**src/rtl/tile_mac_engine.sv**
```systemverilog
// tile_mac_engine: 4x4 by 4x4 fixed-point tile multiply-accumulate.
// A single time-multiplexed MAC walks 64 (r,c,k) steps per tile pair. Sums
// accumulate across a first..last sequence of K-tiles. Each sequence emits
// one saturated, packed 4x4 result on a valid/ready port.
module tile_mac_engine #(
    parameter int WIDTH = 16,
    parameter int FRAC  = 8,
    parameter int ACC_W = 40
) (
    input  logic                 clk,
    input  logic                 rst,
    input  logic                 in_valid,
    output logic                 in_ready,
    input  logic                 in_first,
    input  logic                 in_last,
    input  logic [WIDTH*16-1:0]  in_a,
    input  logic [WIDTH*16-1:0]  in_b,
    output logic                 out_valid,
    input  logic                 out_ready,
    output logic [WIDTH*16-1:0]  out_data,
    output logic                 busy
);

    typedef enum logic [1:0] {IDLE, COMPUTE, HOLD} state_t;

    // Output clamp bounds, sign-extended to accumulator width.
    localparam logic signed [ACC_W-1:0] SAT_MAX = {{(ACC_W-WIDTH+1){1'b0}}, {(WIDTH-1){1'b1}}};
    localparam logic signed [ACC_W-1:0] SAT_MIN = {{(ACC_W-WIDTH+1){1'b1}}, {(WIDTH-1){1'b0}}};

    state_t                    state;
    logic [5:0]                idx;
    logic [WIDTH*16-1:0]       a_q;
    logic [WIDTH*16-1:0]       b_q;
    logic                      last_q;
    logic signed [ACC_W-1:0]   acc [16];

    logic [3:0]                a_sel;
    logic [3:0]                b_sel;
    logic [3:0]                c_sel;
    logic signed [WIDTH-1:0]   a_el;
    logic signed [WIDTH-1:0]   b_el;
    logic signed [2*WIDTH-1:0] prod;
    logic signed [ACC_W-1:0]   acc_sum;
    logic [WIDTH*16-1:0]       result;

    // Drop the fractional bits (arithmetic shift, rounds toward -inf),
    // then clamp the value into the signed element range.
    function automatic logic [WIDTH-1:0] convert(input logic signed [ACC_W-1:0] v);
        logic signed [ACC_W-1:0] s;
        s = v >>> FRAC;
        if (s > SAT_MAX)
            return SAT_MAX[WIDTH-1:0];
        else if (s < SAT_MIN)
            return SAT_MIN[WIDTH-1:0];
        else
            return s[WIDTH-1:0];
    endfunction

    // One MAC step: idx = {r, c, k}. Computes acc[4r+c] + A[r][k]*B[k][c].
    always_comb begin
        a_sel   = {idx[5:4], idx[1:0]};
        b_sel   = {idx[1:0], idx[3:2]};
        c_sel   = idx[5:2];
        a_el    = a_q[WIDTH*(15-int'(a_sel)) +: WIDTH];
        b_el    = b_q[WIDTH*(15-int'(b_sel)) +: WIDTH];
        prod    = a_el * b_el;
        acc_sum = acc[c_sel] + {{(ACC_W-2*WIDTH){prod[2*WIDTH-1]}}, prod};
    end

    // Result tile as it stands after the current MAC. On the final step the
    // element being updated takes the fresh sum, so the capture needs no
    // extra cycle.
    always_comb begin
        result = '0;
        for (int e = 0; e < 16; e++) begin
            result[WIDTH*(15-e) +: WIDTH] = convert((4'(e) == c_sel) ? acc_sum : acc[e]);
        end
    end

    // Control FSM, operand capture, accumulators and registered outputs.
    // NOTE: every register here, the accumulator array included, sits in the
    // async reset. A reset must leave the engine with all-zero sums, so the
    // array cannot be left out of the reset. Assignments are non-blocking so
    // that all state updates together at the clock edge.
    always_ff @(posedge clk or posedge rst) begin
        if (rst) begin
            state     <= IDLE;
            idx       <= '0;
            a_q       <= '0;
            b_q       <= '0;
            last_q    <= 1'b0;
            in_ready  <= 1'b1;
            out_valid <= 1'b0;
            out_data  <= '0;
            busy      <= 1'b0;
            for (int i = 0; i < 16; i++) acc[i] <= '0;
        end else begin
            case (state)
                IDLE: begin
                    if (in_valid && in_ready) begin
                        a_q      <= in_a;
                        b_q      <= in_b;
                        last_q   <= in_last;
                        idx      <= '0;
                        in_ready <= 1'b0;
                        busy     <= 1'b1;
                        state    <= COMPUTE;
                        if (in_first) begin
                            for (int i = 0; i < 16; i++) acc[i] <= '0;
                        end
                    end
                end
                COMPUTE: begin
                    acc[c_sel] <= acc_sum;
                    idx        <= idx + 6'd1;
                    if (idx == 6'd63) begin
                        if (last_q) begin
                            out_data  <= result;
                            out_valid <= 1'b1;
                            state     <= HOLD;
                        end else begin
                            in_ready <= 1'b1;
                            busy     <= 1'b0;
                            state    <= IDLE;
                        end
                    end
                end
                HOLD: begin
                    if (out_ready) begin
                        out_valid <= 1'b0;
                        in_ready  <= 1'b1;
                        busy      <= 1'b0;
                        state     <= IDLE;
                    end
                end
                default: begin
                    state     <= IDLE;
                    in_ready  <= 1'b1;
                    out_valid <= 1'b0;
                    busy      <= 1'b0;
                end
            endcase
        end
    end

endmodule

```
**config.mk**
```make
export PLATFORM = sky130hd
export DESIGN_NAME = tile_mac_engine
export DESIGN_NICKNAME = d
export VERILOG_FILES = /design/src/rtl/tile_mac_engine.sv
export SDC_FILE = /design/constraint.sdc
export NUM_CORES = 2
export LEC_CHECK = 0
export CORE_ASPECT_RATIO = 0.5
export CORE_MARGIN = 8
export CORE_UTILIZATION = 35
export DETAILED_ROUTE_END_ITERATION = 16
export PLACE_DENSITY_LB_ADDON = 0.05
export SETUP_SLACK_MARGIN = 0.2
export SLEW_MARGIN = 20
export SYNTH_ARGS = -nofsm -noshare
export SYNTH_HDL_FRONTEND = slang
export SYNTH_SLANG_ARGS = --single-unit
```
**constraint.sdc**
```tcl
create_clock -name clk -period 52 [get_ports clk]
set_clock_uncertainty 0.05 [all_clocks]
set_input_delay 5.2 -clock clk [delete_from_list [all_inputs] [get_ports clk]]
set_output_delay 5.2 -clock clk [all_outputs]
set_load 0.02 [all_outputs]
```
==> summary.md <==
* result of the run: finished, final reports clean
* proportion of synthesized flip-flops having asynchronous set or reset: 100.0%
* total die area: 231100 um^2
* critical path capture point type: flop
* Crit-path slowest cell: sky130_fd_sc_hd__o21ai_1
* number of antenna violations at the first check in global routing: 74
* detailed placement HPWL: 215500 um
* min Tclk post-route: 14.04 ns
* buffers plus inverters on the worst setup path: 5
* total via count after detailed routing: 55760
* number of antenna-violating nets in the routed design: 0
* critical path's top delay family: compound AO/OA/AOI/OAI gates
* routability-driven placement congestion ratio: 0.9048
* core region area: 214000 um^2
* pin count of the biggest net entering global routing: 192
* largest cells by area after synthesis: sky130_fd_sc_hd__dfrtp_1, sky130_fd_sc_hd__mux4_2, sky130_fd_sc_hd__mux2_2, sky130_fd_sc_hd__fa_1, sky130_fd_sc_hd__a22o_1
* mean number of vias per cell: 5.708
* first-pass GRT wire length: 428400 um
* leading area contributor after synthesis: sky130_fd_sc_hd__dfrtp_1
* share of post-route cells with drive strength above 1: 19.96%
* Critical Path Most Common Cell: sky130_fd_sc_hd__fa_1
* number of buffers inserted by hold repair at cts: 0
* number of different library cells in the post-synthesis netlist: 75
* combined area of the multi-input logic cells: 37120 um^2
* clock latency of the later-clocked register in the worst-skew pair: 0.84 ns
* setup fix buffers added after clock tree synthesis: 0
* setup_tns: 0 ns
* register area share after synthesis: 47.21%
* primary flip-flop cell chosen by synthesis mapping: sky130_fd_sc_hd__dfrtp_1
* maximum fanout count along the critical path: 39
* kind of critical path: reg -> reg
* worst-case headroom to the max-slew limit: 13.50%
* Req. time, crit path: 52.67 ns
* detailed-route DRC error count: 0
* Sink Count: 1420
* number of detailed-route iterations in the first pass: 6
* clock tree from TritonCTS: done
* synthesis-to-layout area growth: 21.53%
* final net count: 7676
* number of global-route vias before repair: 58190
* global router's overall resource usage: 24.87%
* clock-pin slew of the registers on the worst-case setup and hold paths: 0.06 ns
* slowest stage delay, CP: 0.89 ns
* register area: 35560 um^2
* register bit count reported by yosys: 1420
* clk root buf: sky130_fd_sc_hd__clkbuf_16
* highest clock rate: 0.07121 GHz
* count of port buffers added during placement: 776
* RSZ-0062 raised after global routing: no
* Syn. warnings: 0
* number of max-cap violations: 0
* total clock buffers created by CTS: 153
* area share of the leading cell type in the synthesized netlist: 47.17%
* effective utilization at floorplan: 35.18%
* WP data arrival: 14.71 ns
* Syn Nets: 7055
* Fin Hold WS: 0.4278 ns
* Post-Route Utilization: 42.76%
* average instance area after synthesis: 12.24 um^2
* number of fill cells in the layout: 19880
* Resized Gates After CTS: 0
* standard-cell row count: 120
* Post-synth EDFFs: 0
* iteration-0 DRC count of the detailed router: 4669
* Max Buffers Root-to-Sink: 4
* total number of H-tree levels: 4
* per-cell routed wire length: 29.99 um
* remaining global-route overflow: 0
* horizontal die dimension: 671.9 um
* setup violation total in the final timing report: 0
* critical path startpoint category: flop
* final hold violations: 0
* part of the cycle the worst path needs: 27.01%
* max-slew violation total from the final report: 0
* slew at the pin closest to its max-slew limit: 1.297 ns
* count of boundary I/O pins: 777
* number of standard cells after synthesis: 6152
* overall die height: 343.9 um
* total routed wirelength: 293000 um
* worst hold path type: reg -> reg
* Post-Syn Area: 75280 um^2
[metal layers]
layer | track usage, % | share of wire, % | up-vias
li1 | - | - | 23690
met1 | 33.98 | 43 | 29520
met2 | 39.92 | 47 | 2058
met3 | 6.118 | 7.6 | 431
met4 | 6.064 | 2.6 | 52
met5 | 0 | 0.12 | -
[stage by stage]
step / instance area [um^2] / setup WS [ns] / instances
after floorplan: 75280 / 6.707 / 6152
after global placement: 86530 / 37.65 / 9483
after detailed placement: 86610 / 37.84 / 9485
after CTS: 91400 / 37.85 / 9740
after global routing: 91460 / 37.17 / 9757
final: 91490 / 37.96 / 9769
[worst reg2reg max path, delay by kind of cell, from the launching register on]
kind	cells	cell delay (ns)
and+or+nand+nor	4	1.17
buffers and inverters	5	1.86
AOI/OAI and AO/OA	13	5.35
muxes	2	0.92
adders and majority gates	8	3.75
DFF	1	0.76
xor gates and xnor gates	1	0.10
[cells in the mapped netlist (all sizes together), types with 72 or more instances]
library cell	instances
a22o	560
o21ai	212
ha	122
a31oi	201
fa	263
nor3	72
nor2	386
clkbuf	417
mux4	339
nand2	525
nand4	82
inv	330
mux2	535
dfrtp	1419
a21oi	94
[flip-flops by register name, indices dropped and copies added (netlist names)]
signal     flops
in_ready       1
b_q          256
a_q          256
idx            6
out_data     256
last_q         1
state          2
acc          640
busy           1
out_valid      1
[worst paths after layout]
check	startpoint	endpoint	slack (ns)	cells past startpoint
setup reg to reg	idx[0]	out_data[52]	37.96	33
min in group asynchronous	rst	acc[550]	4.91	2
setup / recovery	idx[0]	out_data[52]	37.96	33
max in group asynchronous	rst	b_q[43]	41.80	8
hold reg to reg	out_data[79]	out_data[79]	0.43	2
hold / removal	out_data[79]	out_data[79]	0.43	2
[cell type report]
type / count / share of cell area [%]
diodes: 29 / 0.07932
clock buffers: 218 / 4.861
clock inverters: 37 / 0.3734
inverters: 330 / 1.362
multi-input cells: 3925 / 40.57
flip-flops and latches: 1420 / 38.87
well taps: 2867 / 3.921
repair buffers: 943 / 9.962
[layout by cell type, fill, tap and decap left out, drive strengths merged, types with 82 or more instances in the layout]
cell and count:
o21ai 212, ha 122, nand2 525, a31oi 201, a22o 560, nor2 386, clkbuf 218, mux4 339
nand4 82, buf 167, dfrtp 1419, inv 334, fa 263, mux2 535, clkdlybuf4s50 776, a21oi 94
[cells by family (layout without fill, tap and decap cells)]
family / count (synthesis) / in the layout / synth area share (%)
other cells: 0 / 29 / 0
fa+ha+maj: 385 / 385 / 9.022
buf+inv: 807 / 1528 / 4.052
xor+xnor: 68 / 68 / 0.8011
flops: 1420 / 1420 / 47.21
mux: 939 / 939 / 19.01
simple gates: 1262 / 1262 / 7.395
compound gates: 1271 / 1271 / 12.52
Power is not shown: default switching activity piles up to over one toggle a cycle in this logic, so the estimate is an artifact.
